## src/rtl/immgen_pipe.sv

```systemverilog
// immgen_pipe: pipelined RISC-V immediate generator with format classifier, illegal counter and skid buffer
//   clk, rst_n            clock (rising edge), asynchronous active-low reset
//   flush                 synchronous drop of all held entries
//   in_valid/in_ready     input handshake for instr
//   instr                 32-bit instruction word
//   out_valid/out_ready   output handshake for imm/fmt/illegal
//   imm, fmt, illegal     decoded immediate, format code (0=R..6=SHAMT,7=ILLEGAL), fmt==7
//   illegal_cnt           saturating count of illegal words delivered
module immgen_pipe #(
  parameter int XLEN  = 32,
  parameter int CNT_W = 8
) (
  input  logic             clk,
  input  logic             rst_n,
  input  logic             flush,
  input  logic             in_valid,
  output logic             in_ready,
  input  logic [31:0]      instr,
  output logic             out_valid,
  input  logic             out_ready,
  output logic [XLEN-1:0]  imm,
  output logic [2:0]       fmt,
  output logic             illegal,
  output logic [CNT_W-1:0] illegal_cnt
);
  localparam logic [2:0] F_R = 3'd0, F_I = 3'd1, F_S = 3'd2, F_B = 3'd3,
                         F_U = 3'd4, F_J = 3'd5, F_SH = 3'd6, F_ILL = 3'd7;
  localparam bit RV64 = (XLEN == 64);
  logic signed [31:0] s;
  logic [5:0]         sh;
  logic [2:0]         d_fmt;
  logic [XLEN-1:0]    d_imm;
  logic               skid_valid;
  logic [XLEN-1:0]    skid_imm;
  logic [2:0]         skid_fmt;
  // Immediates are built as signed 32-bit values and then widened; only SHAMT is zero-extended.
  always_comb begin
    s = '0;
    sh = '0;
    d_fmt = F_ILL;
    case (instr[6:0])
      7'b0110111, 7'b0010111: begin d_fmt = F_U; s = {instr[31:12], 12'b0}; end
      7'b1101111: begin d_fmt = F_J; s = 32'($signed({instr[31], instr[19:12], instr[20], instr[30:21], 1'b0})); end
      7'b1100111, 7'b0000011: begin d_fmt = F_I; s = 32'($signed(instr[31:20])); end
      7'b0100011: begin d_fmt = F_S; s = 32'($signed({instr[31:25], instr[11:7]})); end
      7'b1100011: begin d_fmt = F_B; s = 32'($signed({instr[31], instr[7], instr[30:25], instr[11:8], 1'b0})); end
      7'b0110011: d_fmt = F_R;
      7'b0010011: begin
        d_fmt = (instr[13:12] == 2'b01) ? F_SH : F_I;
        sh = RV64 ? instr[25:20] : {1'b0, instr[24:20]};
        s = 32'($signed(instr[31:20]));
      end
      7'b0011011: if (RV64) begin
        d_fmt = (instr[13:12] == 2'b01) ? F_SH : F_I;
        sh = {1'b0, instr[24:20]};
        s = 32'($signed(instr[31:20]));
      end
      7'b0111011: if (RV64) d_fmt = F_R;
      default: ;
    endcase
    d_imm = (d_fmt == F_SH) ? XLEN'(sh) : XLEN'($signed(s));
  end
  assign in_ready = ~skid_valid;
  always_ff @(posedge clk or negedge rst_n) begin
    if (!rst_n) begin
      out_valid   <= 1'b0;
      imm         <= '0;
      fmt         <= '0;
      illegal     <= 1'b0;
      skid_valid  <= 1'b0;
      skid_imm    <= '0;
      skid_fmt    <= '0;
      illegal_cnt <= '0;
    end else if (flush) begin
      out_valid  <= 1'b0;
      skid_valid <= 1'b0;
    end else begin
      if (out_valid && out_ready && illegal && !(&illegal_cnt))
        illegal_cnt <= illegal_cnt + 1'b1;
      if (!out_valid || out_ready) begin
        // Output slot frees up: the skid entry is older than anything on the input, so it goes first.
        if (skid_valid) begin
          imm        <= skid_imm;
          fmt        <= skid_fmt;
          illegal    <= (skid_fmt == F_ILL);
          out_valid  <= 1'b1;
          skid_valid <= 1'b0;
        end else begin
          out_valid <= in_valid;
          if (in_valid) begin
            imm     <= d_imm;
            fmt     <= d_fmt;
            illegal <= (d_fmt == F_ILL);
          end
        end
      end else if (in_valid && !skid_valid) begin
        skid_imm   <= d_imm;
        skid_fmt   <= d_fmt;
        skid_valid <= 1'b1;
      end
    end
  end
endmodule

```

## config.mk

```make
export PLATFORM = sky130hd
export DESIGN_NAME = immgen_pipe
export DESIGN_NICKNAME = d
export VERILOG_FILES = /design/src/rtl/immgen_pipe.sv
export SDC_FILE = /design/constraint.sdc
export NUM_CORES = 1
export LEC_CHECK = 0
export CELL_PAD_IN_SITES_DETAIL_PLACEMENT = 1
export CELL_PAD_IN_SITES_GLOBAL_PLACEMENT = 1
export CORE_ASPECT_RATIO = 0.9
export CORE_UTILIZATION = 34
export DETAILED_ROUTE_END_ITERATION = 6
export HOLD_SLACK_MARGIN = 0.12
export PLACE_DENSITY = 0.83
export SLEW_MARGIN = 20
export SYNTH_ARGS = -nofsm -noshare
export SYNTH_HDL_FRONTEND = slang
export SYNTH_SLANG_ARGS = --single-unit
```

## constraint.sdc

```tcl
create_clock -name clk -period 1.85 [get_ports clk]
set_input_delay 0.2775 -clock clk [delete_from_list [all_inputs] [get_ports clk]]
set_output_delay 0.2775 -clock clk [all_outputs]
set_load 0.05 [all_outputs]
```

==> results of run 1 <==
worst max-delay path by stage:
stage,from,end,cells past startpoint
6_report,instr[3],imm[10],7
3_5_place_dp,instr[2],imm[20],8
4_1_cts,instr[0],imm[10],8
3_3_place_gp,instr[2],imm[11],6
2_1_floorplan,out_valid,imm[14],6
5_1_grt,instr[3],imm[8],7
final cells by class:
class | instances | area share, %
multi-input combinational | 301 | 31.70
sequential | 81 | 35.91
timing repair buffer | 139 | 23.19
clock inverter | 5 | 1.396
tap | 152 | 3.367
clock buffer | 11 | 4.298
inverter | 1 | 0.1329
worst reg2reg max path, cell delays in order, from the launching register on:
cell and delay, ns:
dfrtp_1 0.41, nor2b_1 0.17, buf_4 0.16, or3_1 0.39, buf_12 0.20, a21oi_1 0.21
o22ai_1 0.11
placed cells by master, fill, tap and decap left out, types with 3 or more instances in the layout:
cell type	n
dfrtp_1	80
o21ai_1	37
nor3_1	4
o22ai_2	3
clkbuf_16	9
dlygate4sd2_1	4
a22oi_1	4
nor2b_1	4
o21ai_0	12
xor2_1	4
and2_1	12
a21oi_1	43
and3_1	7
a21oi_2	3
buf_4	67
nand3_1	3
o22ai_1	9
dlymetal6s2s_1	7
o21ai_2	7
nor2_1	44
clkdlybuf4s50_1	49
nand4_1	4
mux2_2	5
xnor2_1	3
nand2_1	48
a221oi_2	3
buf_12	7
buf_6	3
per-layer routing:
metal,vias to the layer above,track usage (%),part of all wire [%]
li1,1700,-,-
met1,1898,29.58,43
met2,104,41.86,51
met3,26,3.292,3.8
met4,0,9.590,2.2
met5,-,0,0
cells in the mapped netlist (2+ instances only):
master	number	area share, %
a21oi_1	46	6.0
o21a_1	2	0.39
a221oi_2	2	0.78
nand3_1	5	0.65
clkbuf_1	18	1.8
and2_1	12	2.0
nor3_1	5	0.65
nand4b_1	2	0.46
o21ai_2	7	1.6
o21ai_0	12	1.6
nor2b_1	4	0.65
nand3b_1	2	0.39
dfrtp_1	81	53
o22ai_1	11	1.8
or3_1	2	0.33
a22oi_1	4	0.78
nor2_1	44	4.3
nand4_1	4	0.65
a22o_1	2	0.46
a21boi_1	2	0.39
xor2_1	4	0.91
buf_2	5	0.65
o21ai_1	37	4.8
nand2b_1	2	0.33
xnor2_1	3	0.68
and3_1	7	1.1
nand2_1	49	4.8
mux2_2	5	1.5
logic make-up (layout without fill, tap and decap cells):
kind of cell | Yosys count | after routing | share of synthesized area [%]
AOI/OAI and AO/OA | 139 | 139 | 22.23
xor gates and xnor gates | 7 | 7 | 1.595
adders and majority gates | 1 | 1 | 0.3255
buffers and inverters | 26 | 156 | 2.897
DFF | 81 | 81 | 52.73
muxes | 6 | 6 | 1.725
and+or+nand+nor | 148 | 148 | 18.49
flip-flops by register name (all words and copies together) (netlist names):
register     count
skid_valid       1
skid_imm        32
illegal          1
illegal_cnt      8
imm             32
skid_fmt         3
fmt              3
out_valid        1
timing repair:
item,4_1_cts,5_1_grt
cloned,1,0
hold buffers,1,0
setup endpoints to repair,60,61
resized for setup,21,18
endpoints found under the hold margin,28,0
pin swaps,7,9
setup buffers,0,3
power by group through the flow:
stage	clock network, mW	logic (mW)	registers, mW
2_1_floorplan	0	0.274	2.50
3_3_place_gp	0	1.21	2.08
3_5_place_dp	0	1.25	2.09
4_1_cts	1.96	1.27	2.06
5_1_grt	2.03	1.35	2.08
6_report	1.94	1.27	2.07
metrics by stage:
| step | hold slack (ns) | area [um^2] | instances | setup WS (ns) | total power [mW] |
|---|---|---|---|---|---|
| final | 0.4071 | 5648 | 690 | 0.02759 | 5.277 |
| after global routing | 0.4538 | 5648 | 690 | -0.01842 | 5.459 |
| after global placement | 0.2339 | 5171 | 669 | -0.4566 | 3.294 |
| after CTS | 0.4219 | 5559 | 687 | 0.0007103 | 5.285 |
| after floorplan | -0.01809 | 3847 | 408 | 0.01409 | 2.774 |
| after detailed placement | 0.2347 | 5171 | 669 | -0.5822 | 3.338 |
==> impl_metrics.csv, run 1 <==
group,metric,value,unit
run,maxCapViolCount,0,
clock_tree,root_buffer,"clkbuf_16",
setup_path,path_buf_inv,2,
placed_design,port_buffers,82,
sta,rsz0062_at_grt,"yes",
sta,min_period_over_period,98.51,%
cells_and_area,drive_gt1_share,24.16,%
synth,syn_area,3844,um^2
grt,grt_overflow,0,
sta,worst_pin_slew,0.5204,ns
floorplanning,fp.dieW,114.1,um
setup_path,regToRegSetupSlack,0.09,ns
setup_path,worstSetupPathType,"input pin to register",
grt,grt_pass1_wl,21130,um
cells_and_area,regArea,2028,um^2
sta,maxSlewHeadroom,65.25,%
min_path,min_path_type,"input pin to asynchronous set/reset pin",
setup_path,critPathTopFamily,"simple AND/OR/NAND/NOR gates",
floorplanning,initial_utilization,35.26,%
synth,ys_seq_area_share,52.73,%
setup_path,cpMaxStageDelayCell,"or4_4",
grt,grt_max_degree,54,
floorplanning,coreArea,10900,um^2
clock_tree,cts_max_path_buffers,2,
routing,vias,3728,
routing,wl,13300,um
grt,antenna_found_initial,0,
setup_path,cp_data_required_time,2.05,ns
power_and_ir_drop,p_leak,2.508,nW
cells_and_area,fin_util,51.81,%
sta,report.final.slew_viol_count,0,
grt,grt.total_usage,23.71,%
clock_tree,clk_pin_slew,0.06,ns
setup_path,critPathMaxStageDelay,0.55,ns
cells_and_area,area_delta_synth_final,46.94,%
outcome,status,"finished clean",
power_and_ir_drop,pwr-share-seq,39.2,%
power_and_ir_drop,p_clk_share,36.7,%
routing,ant_nets,0,
routing,drt-wirelength-per-cell,19.28,um
setup_path,r2r_end,"imm[28]",
power_and_ir_drop,power_frac_comb,24.1,%
power_and_ir_drop,power.density_cell_area,934.4,nW/um^2
cells_and_area,diodes,0,
placed_design,dp_hpwl,8965,um
synth,synth_edf_count,0,
sta,fmax,548.7,MHz
floorplanning,ios,83,
routing,drt_iter0_drc,181,
setup_path,worstSetupStartpointType,"input pin",
synth,yosysUniqueCellTypes,57,
clock_tree,clock_latency,0.33,ns
grt,first_global_vias,4110,
routing,viasPerCell,5.403,
setup_path,r2r_start,"out_valid",
synth,ys.flop_type,"dfrtp_1",
synth,syn_area_per_cell,9.421,um^2
sta,setup_violations,0,
power_and_ir_drop,swShare,31.54,%
cells_and_area,n_fill_cell,1251,
setup_path,reg2regPathDepth,6,
sta,skew,0.008420,ns
power_and_ir_drop,peakVddDrop,0.0004383,V
synth,synth_nets,446,
power_and_ir_drop,p_sw,1.665,mW
cells_and_area,final_nets,571,
synth,async_reset_ff_share,100.0,%
synth,ys_ff_latch,81,
cells_and_area,multiInputGateArea,1790,um^2
routing,first_pass_iters,4,
floorplanning,dieArea,11730,um^2
clock_tree,cts_made_buffers,9,
floorplanning,die_y,102.9,um
floorplanning,num_rows,36,
synth,ys_warn_count,0,
routing,drc,0,
setup_path,path_max_fanout,6,
clock_tree,cts_sinks,81,
power_and_ir_drop,p_int,3.613,mW
clock_tree,cts_tree,"built",
setup_path,cp-end-kind,"register",
sta,min_period,1.822,ns
clock_tree,h-tree-depth,3,
sta,final_hold_viol_count,0,
synth,netlist_instances,408,
setup_path,crit_chain,"dlygate4sd2_1 > or4_4 > or3_4 > a21boi_2 > buf_4 > nand2_1 > o21ai_1",
sta,finalSetupTns,0,ns
setup_path,arrival,2.03,ns
placed_design,routabilityCongestion,0.7706,
(Power assumes the default switching activity.)
==> run 2, diff against run 1 <==
- ABC_AREA: default -> 1
- CTS_CLUSTER_DIAMETER: default -> 30
- GPL_TIMING_DRIVEN: default -> 0
- PLACE_DENSITY: 0.83 -> 0.85
==> impl_metrics.csv, run 2 <==
group,metric,value,unit
outcome,status,"finished clean",
cells_and_area,diodes,0,
power_and_ir_drop,peakVddDrop,0.0004189,V
synth,ys_ff_latch,81,
cells_and_area,final_nets,704,
synth,ys_warn_count,0,
cells_and_area,drive_gt1_share,10.73,%
floorplanning,die_y,106.9,um
synth,yosys-top-cells-count,"247 x nand2_1, 81 x dfrtp_1, 80 x nor2_1",
min_path,min_path_type,"register to register",
setup_path,worstSetupPathType,"register to output pin",
power_and_ir_drop,p_int,3.265,mW
clock_tree,root_buffer,"clkbuf_16",
floorplanning,coreArea,11670,um^2
setup_path,crit_chain,"clkdlybuf4s50_1",
cells_and_area,stdcell_count,827,
setup_path,worstSetupStartpointType,"register",
placed_design,dp_slack,-0.6882,ns
power_and_ir_drop,power.density_cell_area,880.8,nW/um^2
clock_tree,h-tree-depth,3,
setup_path,cpMaxStageDelayCell,"clkdlybuf4s50_1",
sta,worst_pin_slew,0.5985,ns
clock_tree,clock_latency,0.34,ns
setup_path,critPathTopFamily,"buffers and inverters",
setup_path,cp-end-kind,"output pin",
synth,ys_seq_area_share,48.75,%
run,maxCapViolCount,0,
placed_design,routabilityCongestion,0.8827,
placed_design,port_buffers,82,
synth,synth_nets,606,
synth,yosysUniqueCellTypes,29,
cells_and_area,area_delta_synth_final,33.52,%
grt,grt.total_usage,22.81,%
sta,setup_ws,0.03838,ns
sta,skew,0.007497,ns
sta,whs,0.4764,ns
placed_design,placedCellCount,807,
power_and_ir_drop,power_frac_comb,21.9,%
clock_tree,clk_pin_slew,0.07,ns
sta,finalSetupTns,0,ns
sta,min_period,1.812,ns
clock_tree,cts_made_buffers,9,
sta,rsz0062_at_grt,"yes",
floorplanning,fp.dieW,118.6,um
floorplanning,num_rows,37,
synth,syn_area,4158,um^2
power_and_ir_drop,pwr-share-seq,42.2,%
placed_design,dp_hpwl,9830,um
synth,yosysMostFrequentCell,"nand2_1",
clock_tree,cts_tree,"built",
routing,viasPerCell,4.985,
setup_path,critPathMaxStageDelay,0.82,ns
cells_and_area,final_common_cell,"nand2_1",
power_and_ir_drop,design_power_total,4.890,mW
cells_and_area,final_cell_area,5552,um^2
power_and_ir_drop,p_leak,2.986,nW
sta,maxSlewHeadroom,60.10,%
synth,synth_edf_count,0,
routing,ant_nets,0,
sta,report.final.slew_viol_count,0,
synth,synth_top_area_share,48.75,%
floorplanning,initial_utilization,35.64,%
setup_path,arrival,1.53,ns
sta,final_hold_viol_count,0,
placed_design,placed_area,5191,um^2
synth,netlist_instances,568,
grt,grt_overflow,0,
floorplanning,dieArea,12680,um^2
synth,syn_area_per_cell,7.320,um^2
grt,antenna_found_initial,0,
power_and_ir_drop,p_sw,1.625,mW
floorplanning,ios,83,
cells_and_area,final_cell_mix,"243 x nand2_1, 81 x dfrtp_1, 78 x nor2_1",
routing,wl,13550,um
clock_tree,cts_sinks,81,
sta,min_period_over_period,97.93,%
power_and_ir_drop,p_clk_share,35.8,%
synth,ys.flop_type,"dfrtp_1",
grt,grt_pass1_wl,22650,um
synth,async_reset_ff_share,100.0,%
routing,first_pass_iters,4,
routing,drt-wirelength-per-cell,16.38,um
sta,fmax,552.0,MHz
routing,drc,0,
sta,setup_violations,0,
power_and_ir_drop,swShare,33.24,%
setup_path,path_buf_inv,1,
cells_and_area,n_fill_cell,1478,
synth,synth_area_leaders,"dfrtp_1 49%, nand2_1 22%, nor2_1 7.2%, o21ai_1 3.6%, nand4_1 2.1%",
setup_path,path_max_fanout,2,
routing,drt_iter0_drc,179,
routing,vias,4123,
setup_path,cp_data_required_time,1.57,ns
grt,first_global_vias,4489,
cells_and_area,fin_util,47.59,%
cells_and_area,largest_registers,"imm: 32 flops, skid_imm: 32 flops, illegal_cnt: 8 flops",
synth,yosys.area.top_type,"dfrtp_1",
grt,grt_max_degree,47,
clock_tree,cts_max_path_buffers,2,
-- run 2: worst paths after layout --
| check | from | to | slack (ns) | cells past startpoint |
|---|---|---|---|---|
| max | imm[23] | imm[23] | 0.04 | 1 |
| max in group asynchronous | rst_n | skid_imm[18] | 0.74 | 3 |
| min | imm[27] | imm[27] | 0.48 | 2 |
| min reg2reg | imm[27] | imm[27] | 0.48 | 2 |
| max reg2reg | skid_valid | imm[10] | 0.11 | 8 |
| min in group asynchronous | rst_n | illegal_cnt[5] | 0.50 | 2 |
-- run 2: area by class of cell --
type	count	area (um^2)	share of cell area (%)
Buffer	27	155.1	2.795
Timing Repair Buffer	87	873.3	15.73
Clock inverter	6	48.80	0.8790
Multi-Input combinational cell	434	1916	34.51
Sequential cell	81	2027	36.51
Tap cell	156	195.2	3.516
Inverter	26	97.59	1.758
Clock buffer	10	239.0	4.305
-- run 2: kinds of logic (layout without fill, tap and decap cells) --
family | Yosys count | after routing | synth area share [%]
and+or+nand+nor | 377 | 377 | 37.32
DFF | 81 | 81 | 48.75
buffers and inverters | 53 | 156 | 5.658
AOI/OAI and AO/OA | 49 | 49 | 6.500
xor gates and xnor gates | 7 | 7 | 1.475
adders and majority gates | 1 | 1 | 0.3009
-- run 2: repair_timing --
action                                 4_1_cts  5_1_grt
pin swaps                                    0        1
buffers inserted                             0        3
gates cloned                                 0        0
gates resized for setup                     16       14
setup endpoints to repair                    6       39
hold buffers                                 1        0
endpoints found under the hold margin       45        0
-- run 2: metal layers --
layer / vias to the layer above / GRT usage [%] / routed length (um)
li1: 1979 / - / -
met1: 2015 / 28.17 / 5866
met2: 109 / 39.81 / 6806
met3: 20 / 4.787 / 646
met4: 0 / 7.324 / 227
met5: - / 0 / 0
-- run 2: power groups by stage --
stage / Combinational (mW) / Clock (mW) / Sequential (mW)
global route: 1.16 / 1.84 / 2.09
global placement: 1.06 / 0 / 2.08
CTS: 1.08 / 1.79 / 2.07
floorplan: 0.299 / 0 / 2.42
finish: 1.07 / 1.75 / 2.07
detailed placement: 1.09 / 0 / 2.10
==> run 3, diff against run 2 <==
- PLACE_DENSITY: 0.85 -> 0.77
==> impl_metrics.csv, run 3 (synthesis results as in run 2) <==
group,metric,value,unit
min_path,min_path_type,"input pin to register",
run,maxCapViolCount,0,
setup_path,arrival,1.52,ns
grt,grt.total_usage,22.46,%
routing,wl,13290,um
grt,grt_max_degree,48,
grt,first_global_vias,4349,
cells_and_area,final_cell_area,5632,um^2
cells_and_area,area_delta_synth_final,35.45,%
setup_path,cpMaxStageDelayCell,"clkdlybuf4s50_1",
cells_and_area,final_nets,706,
clock_tree,cts_made_buffers,9,
power_and_ir_drop,p_leak,3.071,nW
floorplanning,num_rows,37,
routing,wl_met3,620,um
cells_and_area,n_fill_cell,1470,
routing,vias,4117,
placed_design,placed_area,5199,um^2
placed_design,dp_hpwl,9695,um
routing,drc,0,
floorplanning,dieArea,12680,um^2
power_and_ir_drop,design_power_total,5.137,mW
setup_path,worstSetupPathType,"register to output pin",
clock_tree,cts_sinks,81,
floorplanning,die_y,106.9,um
cells_and_area,final_cell_mix,"245 x nand2_1, 81 x dfrtp_1, 80 x nor2_1",
placed_design,port_buffers,82,
sta,fmax,556.3,MHz
routing,first_pass_iters,4,
routing,met2_length,6586,um
outcome,status,"finished clean",
cells_and_area,diodes,0,
clock_tree,root_buffer,"clkbuf_16",
setup_path,crit_chain,"clkdlybuf4s50_1",
sta,skew,0.007226,ns
setup_path,cp-end-kind,"output pin",
setup_path,critPathTopFamily,"buffers and inverters",
cells_and_area,largest_registers,"imm: 32 flops, skid_imm: 32 flops, illegal_cnt: 8 flops",
sta,rsz0062_at_grt,"no",
placed_design,routabilityCongestion,0.8269,
power_and_ir_drop,peakVddDrop,0.0004174,V
sta,maxSlewHeadroom,61.61,%
setup_path,worstSetupStartpointType,"register",
floorplanning,coreArea,11670,um^2
grt,antenna_found_initial,0,
setup_path,critPathMaxStageDelay,0.81,ns
cells_and_area,drive_gt1_share,10.42,%
clock_tree,cts_max_path_buffers,2,
routing,drt_iter0_drc,210,
floorplanning,ios,83,
sta,worst_pin_slew,0.5758,ns
routing,top_layer_used,"met4",
routing,drt-wirelength-per-cell,16.05,um
sta,setup_violations,0,
routing,viasPerCell,4.972,
floorplanning,initial_utilization,35.64,%
grt,grt_pass1_wl,22110,um
cells_and_area,final_common_cell,"nand2_1",
grt,grt_overflow,0,
clock_tree,clock_latency,0.34,ns
sta,min_period_over_period,97.17,%
setup_path,path_buf_inv,1,
clock_tree,h-tree-depth,3,
power_and_ir_drop,power.density_cell_area,912.2,nW/um^2
setup_path,cp_data_required_time,1.57,ns
clock_tree,clk_pin_slew,0.06,ns
floorplanning,fp.dieW,118.6,um
routing,ant_nets,0,
routing,wl_met1,5933,um
sta,min_period,1.798,ns
setup_path,path_max_fanout,3,
sta,final_hold_viol_count,0,
sta,report.final.slew_viol_count,0,
clock_tree,cts_tree,"built",
## run 3: path summary, 6_finish.rpt
check	start	end	slack [ns]	cells past startpoint
setup / recovery	illegal_cnt[6]	illegal_cnt[6]	0.05	1
hold / removal	instr[6]	skid_imm[0]	0.43	4
setup reg to reg	skid_valid	imm[10]	0.18	8
hold reg to reg	imm[27]	imm[27]	0.48	2
max in group asynchronous	rst_n	imm[0]	0.81	3
min in group asynchronous	rst_n	illegal_cnt[5]	0.44	2
## run 3: power by group
group	internal, mW	total [mW]	switching, mW
Clock	1.29	1.99	0.705
Sequential	1.94	2.06	0.118
Combinational	0.369	1.08	0.715
## run 3: routing by layer
layer  up-vias  global-route usage [%]
met4         0                   6.329
met5         -                       0
met2        96                   39.01
met1      2032                   28.98
met3         8                   3.511
li1       1981                       -
## run 3: per-stage QoR
stage               util (%)  setup slack (ns)  setup TNS (ns)  instances  hold WS [ns]
detailed placement     44.56           -0.7106          -14.48        807        0.2661
floorplan                  -           0.06986               0        568      -0.01809
global route           48.27          0.001781               0        828        0.4768
finish                 48.27           0.05231               0        828        0.4350
CTS                    47.59          0.006143               0        823        0.4478
global placement       44.35            -2.492         -213.01        806        0.4622
## run 3: layout make-up
type / count / area [um^2] / area share (%)
Buffer: 27 / 157.7 / 2.799
Clock buffer: 13 / 270.3 / 4.799
Clock inverter: 2 / 60.06 / 1.066
Inverter: 26 / 97.59 / 1.733
Multi-Input combinational cell: 434 / 1918 / 34.06
Sequential cell: 81 / 2027 / 35.99
Tap cell: 156 / 195.2 / 3.466
Timing Repair Buffer: 89 / 905.9 / 16.09
## run 3: repair_timing
action,CTS,global route
endpoints found under the setup margin,4,34
setup buffers,0,5
pin swaps,0,3
hold buffers,1,0
endpoints found under the hold margin,34,0
gates resized for setup,15,18
